===== src/rtl/dsp_accumulator.sv =====
// Block accumulator: sums LEN signed products with saturating arithmetic and
// hands the total downstream over a valid/ready handshake.
module dsp_accumulator #(
  parameter int DATA_WIDTH  = 32,
  parameter int ACC_WIDTH   = 48,
  parameter int COUNT_WIDTH = 16
) (
  input  logic                   ap_clk,
  input  logic                   ap_rst,
  input  logic                   ap_start,
  output logic                   ap_done,
  output logic                   ap_idle,
  output logic                   ap_ready,
  input  logic [COUNT_WIDTH-1:0] len,
  input  logic                   in_valid,
  input  logic [DATA_WIDTH-1:0]  in_data,
  output logic [ACC_WIDTH-1:0]   acc_out,
  output logic                   acc_valid,
  input  logic                   acc_ready,
  output logic                   overflow
);

  typedef enum logic [1:0] {IDLE, ACCUM, OUTPUT, DONE} state_t;

  localparam logic [ACC_WIDTH-1:0]   ACC_MAX   = {1'b0, {(ACC_WIDTH-1){1'b1}}};
  localparam logic [ACC_WIDTH-1:0]   ACC_MIN   = {1'b1, {(ACC_WIDTH-1){1'b0}}};
  localparam logic [COUNT_WIDTH-1:0] COUNT_ONE = {{(COUNT_WIDTH-1){1'b0}}, 1'b1};

  state_t                 state_reg, state_next;
  logic [ACC_WIDTH-1:0]   acc_reg, acc_next;
  logic [COUNT_WIDTH-1:0] count_reg, count_next;
  logic [COUNT_WIDTH-1:0] len_reg, len_next;
  logic                   overflow_reg, overflow_next;

  // One guard bit: a signed overflow shows up as the top two sum bits disagreeing.
  logic [ACC_WIDTH:0]     sum_wide;
  logic                   sum_ovf;
  logic [COUNT_WIDTH-1:0] count_inc;

  assign sum_wide  = {acc_reg[ACC_WIDTH-1], acc_reg}
                   + {{(ACC_WIDTH+1-DATA_WIDTH){in_data[DATA_WIDTH-1]}}, in_data};
  assign sum_ovf   = sum_wide[ACC_WIDTH] ^ sum_wide[ACC_WIDTH-1];
  assign count_inc = count_reg + COUNT_ONE;

  always_ff @(posedge ap_clk) begin
    if (ap_rst) begin
      state_reg    <= IDLE;
      acc_reg      <= '0;
      count_reg    <= '0;
      len_reg      <= '0;
      overflow_reg <= 1'b0;
    end else begin
      state_reg    <= state_next;
      acc_reg      <= acc_next;
      count_reg    <= count_next;
      len_reg      <= len_next;
      overflow_reg <= overflow_next;
    end
  end

  always_comb begin
    state_next    = state_reg;
    acc_next      = acc_reg;
    count_next    = count_reg;
    len_next      = len_reg;
    overflow_next = overflow_reg;
    case (state_reg)
      IDLE: begin
        if (ap_start) begin
          len_next      = len;
          acc_next      = '0;
          count_next    = '0;
          overflow_next = 1'b0;
          state_next    = (len == '0) ? OUTPUT : ACCUM;
        end
      end
      ACCUM: begin
        if (in_valid) begin
          if (sum_ovf) begin
            // Sign of the wide sum tells which rail was crossed.
            acc_next      = sum_wide[ACC_WIDTH] ? ACC_MIN : ACC_MAX;
            overflow_next = 1'b1;
          end else begin
            acc_next = sum_wide[ACC_WIDTH-1:0];
          end
          count_next = count_inc;
          if (count_inc == len_reg) begin
            state_next = OUTPUT;
          end
        end
      end
      OUTPUT: begin
        if (acc_ready) begin
          state_next = DONE;
        end
      end
      DONE: begin
        state_next = IDLE;
      end
      default: begin
        state_next = IDLE;
      end
    endcase
  end

  assign ap_idle   = (state_reg == IDLE);
  assign ap_ready  = (state_reg == IDLE);
  assign acc_valid = (state_reg == OUTPUT);
  assign ap_done   = (state_reg == DONE);
  assign acc_out   = acc_reg;
  assign overflow  = overflow_reg;

endmodule


===== config.mk =====
export PLATFORM = sky130hd
export DESIGN_NAME = dsp_accumulator
export DESIGN_NICKNAME = d
export VERILOG_FILES = /design/src/rtl/dsp_accumulator.sv
export SDC_FILE = /design/constraint.sdc
export NUM_CORES = 1
export LEC_CHECK = 0
export ABC_CLOCK_PERIOD_IN_PS = 9160
export CORE_MARGIN = 2
export CORE_UTILIZATION = 59
export CTS_CLUSTER_SIZE = 30
export DETAILED_ROUTE_END_ITERATION = 10
export PLACE_DENSITY_LB_ADDON = 0.12
export SLEW_MARGIN = 25
export SYNTH_ARGS = -nofsm -noshare
export SYNTH_HDL_FRONTEND = slang
export SYNTH_SLANG_ARGS = --single-unit
export TNS_END_PERCENT = 30

===== constraint.sdc =====
create_clock -name ap_clk -period 9.16 [get_ports ap_clk]
set_input_delay 2.29 -clock ap_clk [delete_from_list [all_inputs] [get_ports ap_clk]]
set_output_delay 2.29 -clock ap_clk [all_outputs]
set_load 0.02 [all_outputs]

==> run_results.csv, run 1 <==
group,metric,value,unit
setup_path,crit_path_start,"in_data[31]",
yosys,synth_common_cells,"83 x dfxtp_1, 82 x a21oi_1, 75 x nand2_1",
clock_tree,numCtsBuffers,9,
timing,hold_viol_final,0,
setup_path,reg2reg_from,"acc_out[0]$_SDFFE_PP0P_",
timing,layout_setup_ws,3.459,ns
yosys,synthCells,783,
setup_path,arrival,6.02,ns
place,gp_congestion,0.9493,
route,ant_nets,0,
route,drc,0,
grt,grt_use_total,29.18,%
place,port_buffers,105,
route,drt-pass1-iter-count,5,
clock_tree,clk-insertion-delay-late,0.38,ns
finish,fill_cells,882,
flow_run,max_cap_violations,0,
setup_path,cp.required,9.48,ns
clock_tree,holdBufCountCts,0,
place,dp_slack,3.121,ns
grt,grt_max_degree,48,
pwr,p_per_area,164.8,nW/um^2
timing,timing.final.crit_share,62.24,%
floorplan,pin_count,106,
yosys,ys.flop_type,"dfxtp_1",
setup_path,critPathKind,"primary input to flop",
pwr,clkPwrFrac,20.4,%
floorplan,start_util,59.87,%
yosys,synth_edf_count,0,
pwr,p_total,1.258,mW
timing,rsz0062_at_grt,"false",
route,drt-vias-per-instance,6.343,
clock_tree,cts_buffer_depth,2,
yosys,yosysMostFrequentCell,"dfxtp_1",
route,wire_per_inst,17.06,um
yosys,ys_ff_latch,83,
timing,relSlewSlack,46.13,%
finish,largest_register_ffs,48,
floorplan,die_area,11710,um^2
worst_hold_path,hp-start,"len_reg[1]$_SDFFE_PP0P_",
yosys,synth.cell_area,6405,um^2
clock_tree,post_cts_buffers,0,
worst_hold_path,min_path_type,"flop to flop",
yosys,synth_top_area_cell,"dfxtp_1",
grt,grt_pass1_wl,27780,um
finish,seqCellArea,1662,um^2
yosys,synth_top_area_share,25.94,%
setup_path,end_kind,"flop",
yosys,synthArstFlopShare,0,%
clock_tree,cts_htree_levels,3,
route,vias,6368,
finish,num_antenna_cells,0,
place,placed_cells,988,
pwr,share_comb_of_total_power,45.0,%
floorplan,fp.dieH,108.2,um
timing,fin_skew,0.007704,ns
grt,antenna_found_initial,0,
finish,areaGrowthSynthToFinish,19.16,%
yosys,ys_seq_area_share,25.94,%
finish,drive_above_1_share,4.051,%
yosys,ys_types,69,
pwr,p_leak,3.139,nW
floorplan,core-area,10700,um^2
setup_path,start_kind,"primary input",
floorplan,rows,38,
finish,multi_input_area,4451,um^2
outcome,outcome,"complete, no violations",
pwr,p_switching,0.5137,mW
floorplan,die_w,108.2,um
clock_tree,cts-resized-gates,0,
finish,final_nets,966,
setup_path,crit_path_max_fanout,28,
timing,max_freq,175.4,MHz
timing,setup_tns,0,ns
pwr,switching_share,40.84,%
timing,worst_slew_pin_slew,0.8055,ns
finish,fin_util,71.35,%
clock_tree,clkTransAtPathRegs,0.09,ns
finish,final_cells,1004,
yosys,synth.avg_cell_area,8.180,um^2
yosys,synth_warnings,0,
clock_tree,cts_tree,"yes",
pwr,irDropWorstVdd,0.1493,mV
timing,drv_slew,0,
timing,setup_viol,0,
route,wirelength,17130,um
yosys,syn-num-nets,890,
grt,grt_pass1_vias,5983,
pwr,seq_power_share,34.5,%
clock_tree,root_buffer,"clkbuf_8",
route,drtIter0Drc,361,
clock_tree,cts.sinks,83,
timing,min_period,5.701,ns
pwr,power.internal,0.7441,mW
yosys,synthTopCellsByArea,"dfxtp_1 26%, ha_1 10%, a221o_1 7.2%, a21oi_1 6.4%, xnor2_1 5.9%",
place,hpwl,12800,um
grt,grt_overflow,0,
metrics by stage:
stage                     hold WS [ns]  instance area [um^2]
after global placement          0.4584                  7406
after floorplan                 0.4481                  6405
after global routing            0.5003                  7632
after CTS                       0.4820                  7632
final                           0.4791                  7632
after detailed placement        0.4698                  7453
logic make-up (layout without fill, tap and decap cells):
family | Yosys count | after routing | share of synthesized area, %
xor+xnor | 67 | 67 | 9.162
buf+inv | 58 | 139 | 4.688
mux | 5 | 5 | 0.8010
fa+ha+maj | 54 | 54 | 10.67
simple gates | 242 | 242 | 18.42
compound gates | 274 | 274 | 30.32
flops | 83 | 83 | 25.94
layout by cell type, fill, tap and decap left out, drive strengths merged, types with 4 or more instances in the layout:
cell           synthesis  routed
xnor2                 43      43
and3                   8       8
o211ai                 4       4
a21o                  25      25
mux2i                  4       4
a31oi                  7       7
nor2                  59      59
o21ai                 45      45
a211oi                 5       5
o21bai                10      10
dfxtp                 83      83
o21a                   6       6
nand2b                10      10
or3                    5       5
clkbuf                23      11
a221o                 46      46
nand3                 17      17
clkdlybuf4s50          0     105
nor3                  11      11
xor2                  24      24
nor4                   5       5
a21oi                 82      82
buf                   21       4
a41oi                  4       4
nand2                 76      76
inv                   14      15
ha                    53      53
a22oi                 12      12
o31ai                  6       6
nor2b                  9       9
nand4                 18      18
and2                  11      11
area by class of cell:
| class | count | share of cell area, % |
|---|---|---|
| Clock buffer | 11 | 1.852 |
| Inverter | 14 | 0.6885 |
| Sequential cell | 83 | 21.77 |
| Timing Repair Buffer | 109 | 14.59 |
| Clock inverter | 5 | 0.4918 |
| Tap cell | 140 | 2.295 |
| Multi-Input combinational cell | 642 | 58.31 |
power by group through the flow:
stage	Sequential, mW	Combinational (mW)	Clock (mW)
3_5_place_dp	0.442	0.557	0
3_3_place_gp	0.441	0.538	0
2_1_floorplan	0.460	0.367	0
6_report	0.434	0.567	0.257
5_1_grt	0.439	0.620	0.275
4_1_cts	0.434	0.562	0.262
worst paths after layout:
path,end,cells past startpoint,slack [ns]
worst max-delay path,acc_out[28]$_SDFFE_PP0P_,12,3.46
worst min-delay path,len_reg[1]$_SDFFE_PP0P_,2,0.48
worst max register to register,acc_out[28]$_SDFFE_PP0P_,12,5.48
worst min register to register,len_reg[1]$_SDFFE_PP0P_,2,0.48
per-layer routing:
layer  vias to the layer above  track usage, %  wire length, um
met4                         0           10.71              379
li1                       3093               -                -
met3                        27           4.581             1083
met1                      3021           38.05             7820
met2                       227           48.74             7845
met5                         -               0                0
worst max-delay path: stages:
cell             delay (ns)
clkdlybuf4s50_1        0.84
ha_1                   0.61
a21o_1                 0.21
a21o_1                 0.16
a21oi_1                0.21
o221a_2                0.24
o21ai_0                0.08
o21bai_4               0.21
and3b_1                0.24
nor2_4                 0.49
buf_16                 0.25
a221o_1                0.19
No activity file was read; power rests on OpenSTA's default activity.
==> inputs of run 2 (changes only) <==
--- a/config.mk
+++ b/config.mk
@@ -5,9 +5,9 @@
 export SDC_FILE = /design/constraint.sdc
 export NUM_CORES = 1
 export LEC_CHECK = 0
-export ABC_CLOCK_PERIOD_IN_PS = 9160
+export ABC_CLOCK_PERIOD_IN_PS = 5400
 export CORE_MARGIN = 2
-export CORE_UTILIZATION = 59
+export CORE_UTILIZATION = 55
 export CTS_CLUSTER_SIZE = 30
 export DETAILED_ROUTE_END_ITERATION = 10
 export PLACE_DENSITY_LB_ADDON = 0.12
==> constraint.sdc (replaced) <==
create_clock -name ap_clk -period 5.4 [get_ports ap_clk]
set_input_delay 1.35 -clock ap_clk [delete_from_list [all_inputs] [get_ports ap_clk]]
set_output_delay 1.35 -clock ap_clk [all_outputs]
set_load 0.02 [all_outputs]
==> run_results.csv, run 2 (synthesis gave the netlist of run 1 again) <==
group,metric,value,unit
floorplan,die_area,12530,um^2
route,ant_nets,0,
place,port_buffers,105,
timing,setup_viol,0,
worst_hold_path,min_path_type,"flop to flop",
floorplan,start_util,56.33,%
setup_path,cp.required,5.64,ns
setup_path,r2r-end,"acc_out[1]$_SDFFE_PP0P_",
clock_tree,clk-insertion-delay-late,0.35,ns
timing,setup_tns,0,ns
clock_tree,numCtsBuffers,9,
timing,min_period,4.610,ns
route,wirelength,17410,um
clock_tree,cts_buffer_depth,2,
clock_tree,cts.sinks,83,
place,placed_cells,997,
floorplan,core-area,11370,um^2
grt,grt_pass1_wl,29040,um
finish,fill_cells,949,
route,wire_per_inst,17.19,um
clock_tree,cts_htree_levels,3,
pwr,p_total,2.327,mW
grt,grt_overflow,0,
clock_tree,cts_tree,"yes",
setup_path,crit_path_start,"in_data[0]",
setup_path,reg2reg_from,"acc_out[0]$_SDFFE_PP0P_",
setup_path,end_kind,"flop",
grt,grt_pass1_vias,6062,
finish,drive_above_1_share,4.828,%
place,hpwl,13230,um
setup_path,rr_worst_depth,12,
timing,hold_slack,0.4744,ns
timing,rsz0062_at_grt,"false",
grt,grt_use_total,27.87,%
route,drtIter0Drc,359,
floorplan,die_w,111.9,um
finish,num_antenna_cells,0,
route,drt-pass1-iter-count,5,
place,gp_congestion,0.9654,
floorplan,rows,39,
worst_hold_path,hold_end,"overflow$_SDFFE_PP0P_",
finish,areaGrowthSynthToFinish,21.92,%
finish,final_cell_mix,"105 x clkdlybuf4s50_1, 83 x dfxtp_1, 82 x a21oi_1, 75 x nand2_1, 56 x nor2_1",
worst_hold_path,hp-start,"overflow$_SDFFE_PP0P_",
timing,relSlewSlack,45.96,%
clock_tree,clkTransAtPathRegs,0.07,ns
clock_tree,post_cts_buffers,0,
timing,layout_setup_ws,0.7905,ns
timing,worst_slew_pin_slew,0.7994,ns
setup_path,start_kind,"primary input",
route,drt-vias-per-instance,6.284,
route,drc,0,
clock_tree,cts-resized-gates,0,
finish,final_cells,1013,
finish,layout_commonest_cell,"clkdlybuf4s50_1",
finish,largest_register_ffs,48,
place,dp_slack,0.4722,ns
flow_run,max_cap_violations,0,
timing,drv_slew,0,
setup_path,arrival,4.85,ns
pwr,irDropWorstVdd,0.2603,mV
floorplan,fp.dieH,111.9,um
timing,timing.final.crit_share,85.36,%
finish,final_nets,972,
route,vias,6366,
timing,max_freq,216.9,MHz
floorplan,pin_count,106,
setup_path,crit_path_max_fanout,39,
setup_path,critPathKind,"primary input to flop",
pwr,p_leak,3.225,nW
timing,fin_skew,0.007919,ns
pwr,p_per_area,298.0,nW/um^2
clock_tree,root_buffer,"clkbuf_16",
grt,grt_max_degree,40,
worst_hold_path,worstHoldPathCells,2,
clock_tree,holdBufCountCts,0,
setup_path,setup.reg_to_reg.worst_slack,1.85,ns
grt,antenna_found_initial,0,
timing,hold_viol_final,0,
outcome,outcome,"complete, no violations",
## run 2: cell count changes in the layout (fill, tap and decap cells not counted), moves of 2 or more
cell       before  now
clkbuf_16       0    9
clkbuf_8       10    1
inv_6           1    3
buf_4           2    6
## run 2: final cells by class
cell class	count	area, um^2	share of cell area (%)
clock buffer	10	239.0	3.060
clock inverter	6	47.55	0.6089
inverter	14	52.55	0.6730
multi-input combinational	642	4451	56.99
sequential	83	1662	21.28
tap	143	178.9	2.291
timing repair buffer	115	1179	15.09
## run 2: where the power goes
| group | total (mW) | internal [mW] | switching (mW) | leakage, nW |
|---|---|---|---|---|
| Combinational | 0.977 | 0.416 | 0.561 | 2.41 |
| Sequential | 0.737 | 0.678 | 0.0587 | 0.673 |
| Clock | 0.614 | 0.330 | 0.284 | 0.140 |
## run 2: metal layers
metal / global-route usage [%] / part of all wire, %
met5: 0 / 0
met4: 9.053 / 2.1
met3: 6.369 / 6.2
met2: 46.59 / 47
met1: 35.68 / 44
## run 2: worst max path at each step
| stage | endpoint | slack [ns] | depth (start not counted) |
|---|---|---|---|
| 6_report | acc_out[1]$_SDFFE_PP0P_ | 0.79 | 13 |
| 5_1_grt | acc_out[11]$_SDFFE_PP0P_ | 0.56 | 13 |
| 4_1_cts | acc_out[12]$_SDFFE_PP0P_ | 0.81 | 13 |
| 3_5_place_dp | acc_out[1]$_SDFFE_PP0P_ | 0.47 | 13 |
| 3_3_place_gp | acc_out[1]$_SDFFE_PP0P_ | 0.29 | 12 |
| 2_1_floorplan | acc_out[10]$_SDFFE_PP0P_ | 1.28 | 13 |
## run 2: through the flow
step	instance area, um^2	utilization [%]
6_report	7809	68.68
5_1_grt	7809	68.68
4_1_cts	7809	68.68
3_5_place_dp	7522	66.16
3_3_place_gp	7460	65.61
2_1_floorplan	6405	-
## run 2: worst max-delay path: stages
cell             delay [ns]
clkdlybuf4s50_1        0.40
ha_1                   0.24
fa_1                   0.46
a211oi_1               0.29
o211ai_1               0.18
a41oi_1                0.22
o21ai_2                0.12
a31oi_1                0.35
o41a_4                 0.24
nor2_2                 0.04
a32o_1                 0.40
buf_12                 0.24
a221o_1                0.28
==> inputs of run 3 (changes only) <==
--- a/config.mk
+++ b/config.mk
@@ -7,10 +7,11 @@
 export LEC_CHECK = 0
 export ABC_CLOCK_PERIOD_IN_PS = 5400
 export CORE_MARGIN = 2
-export CORE_UTILIZATION = 55
+export CORE_UTILIZATION = 50
 export CTS_CLUSTER_SIZE = 30
 export DETAILED_ROUTE_END_ITERATION = 10
 export PLACE_DENSITY_LB_ADDON = 0.12
+export REMOVE_ABC_BUFFERS = 1
 export SLEW_MARGIN = 25
 export SYNTH_ARGS = -nofsm -noshare
 export SYNTH_HDL_FRONTEND = slang
==> run_results.csv, run 3 (synthesis gave the netlist of run 1 again) <==
group,metric,value,unit
place,port_buffers,105,
timing,drv_slew,0,
timing,fin_skew,0.01047,ns
route,wire_per_inst,16.58,um
outcome,outcome,"complete, no violations",
grt,grt_overflow,0,
finish,num_antenna_cells,0,
route,wirelength,17240,um
timing,setup_viol,0,
floorplan,rows,41,
setup_path,max_stage_delay,0.45,ns
pwr,p_per_area,297.8,nW/um^2
grt,antenna_found_initial,0,
finish,final_nets,970,
setup_path,cpMaxStageDelayCell,"fa_1",
grt,grt_max_degree,39,
place,gp_congestion,0.9323,
flow_run,max_cap_violations,0,
setup_path,setup.reg_to_reg.worst_slack,1.72,ns
pwr,p_total,2.334,mW
setup_path,arrival,5.02,ns
setup_path,path_buf_inv,2,
finish,areaGrowthSynthToFinish,22.39,%
floorplan,die_area,13730,um^2
setup_path,r2r-end,"acc_out[13]$_SDFFE_PP0P_",
floorplan,fp.dieH,117.2,um
floorplan,die_w,117.2,um
clock_tree,clk-insertion-delay-late,0.36,ns
setup_path,critPathKind,"primary input to flop",
place,dp_slack,0.3812,ns
pwr,p_leak,3.214,nW
worst_hold_path,hp-start,"len_reg[7]$_SDFFE_PP0P_",
timing,worst_slew_pin_slew,0.7183,ns
setup_path,rr_worst_depth,12,
clock_tree,post_cts_buffers,0,
clock_tree,numCtsBuffers,9,
clock_tree,cts_htree_levels,3,
finish,drive_above_1_share,4.378,%
finish,layout_commonest_cell,"clkdlybuf4s50_1",
route,drtIter0Drc,438,
grt,grt_pass1_vias,5931,
route,ant_nets,0,
floorplan,pin_count,106,
floorplan,start_util,50.96,%
clock_tree,root_buffer,"clkbuf_16",
grt,grt_use_total,25.35,%
timing,max_freq,209.1,MHz
setup_path,reg2reg_from,"acc_out[0]$_SDFFE_PP0P_",
clock_tree,cts_buffer_depth,2,
timing,rsz0062_at_grt,"false",
clock_tree,cts_tree,"yes",
grt,grt_pass1_wl,27920,um
timing,relSlewSlack,51.44,%
clock_tree,holdBufCountCts,0,
timing,hold_viol_final,0,
floorplan,core-area,12570,um^2
finish,final_cell_mix,"105 x clkdlybuf4s50_1, 83 x dfxtp_1, 82 x a21oi_1, 75 x nand2_1, 56 x nor2_1",
setup_path,start_kind,"primary input",
setup_path,crit_path_max_fanout,38,
setup_path,end_kind,"flop",
worst_hold_path,worstHoldPathCells,2,
setup_path,crit_chain,"clkdlybuf4s50_1 -> ha_1 -> fa_1 -> a211oi_1 -> o211ai_1 -> a41oi_1 -> o21ai_2 -> a31oi_1 -> o41a_4 -> nor2_2 -> a32o_1 -> buf_12 -> a221o_1",
setup_path,critPathTopFamily,"compound AO/OA/AOI/OAI gates",
pwr,irDropWorstVdd,0.2104,mV
finish,largest_register_ffs,48,
route,drt-vias-per-instance,6.066,
worst_hold_path,hold_end,"len_reg[7]$_SDFFE_PP0P_",
route,drt-pass1-iter-count,5,
finish,fin_util,62.37,%
clock_tree,cts.sinks,83,
setup_path,cp.required,5.64,ns
route,drc,0,
clock_tree,cts-resized-gates,0,
timing,setup_tns,0,ns
timing,min_period,4.781,ns
worst_hold_path,min_path_type,"flop to flop",
place,hpwl,12760,um
timing,hold_slack,0.4665,ns
timing,timing.final.crit_share,88.54,%
route,vias,6309,
timing,layout_setup_ws,0.6187,ns
clock_tree,clkTransAtPathRegs,0.06,ns
## run 3: power by group
part	internal, mW	switching, mW	total [mW]
clock	0.361	0.266	0.627
sequential	0.678	0.0591	0.737
combinational	0.410	0.560	0.970
## run 3: layout make-up
class / instances / area (um^2)
repair buffers: 113 / 1164
multi-input cells: 642 / 4451
inverters: 14 / 52.55
clock buffers: 11 / 232.7
clock inverters: 5 / 62.56
flip-flops and latches: 83 / 1662
fillers: 1101 / 4730
well taps: 172 / 215.2
## run 3: layer usage
metal	vias up	track usage [%]	share of wire, %	routed length, um
met3	26	4.737	4.4	754
met4	0	5.647	1.3	218
met1	3021	33.46	46	7847
li1	3089	-	-	-
met5	-	0	0	0
met2	173	43.14	49	8421
## run 3: how the worst max path moves through the flow
| stage | start | end | slack (ns) | depth (start not counted) |
|---|---|---|---|---|
| floorplan | in_data[0] | acc_out[0]$_SDFFE_PP0P_ | 1.08 | 11 |
| global placement | in_data[0] | acc_out[1]$_SDFFE_PP0P_ | 0.25 | 12 |
| detailed placement | in_data[0] | acc_out[6]$_SDFFE_PP0P_ | 0.38 | 13 |
| CTS | in_data[0] | acc_out[13]$_SDFFE_PP0P_ | 0.67 | 13 |
| global route | in_data[0] | acc_out[13]$_SDFFE_PP0P_ | 0.40 | 13 |
| finish | in_data[0] | acc_out[13]$_SDFFE_PP0P_ | 0.62 | 13 |
## run 3: stage by stage
| stage | std cells | instance area (um^2) |
|---|---|---|
| after floorplan | 739 | 6157 |
| after global routing | 1040 | 7839 |
| after global placement | 1022 | 7488 |
| after detailed placement | 1024 | 7543 |
| final | 1040 | 7839 |
| after CTS | 1040 | 7839 |
## run 3: worst min-delay path, cell delays in order (launching register included)
cell and delay (ns):
dfxtp_1 0.32, nand2_1 0.05, a21oi_1 0.05
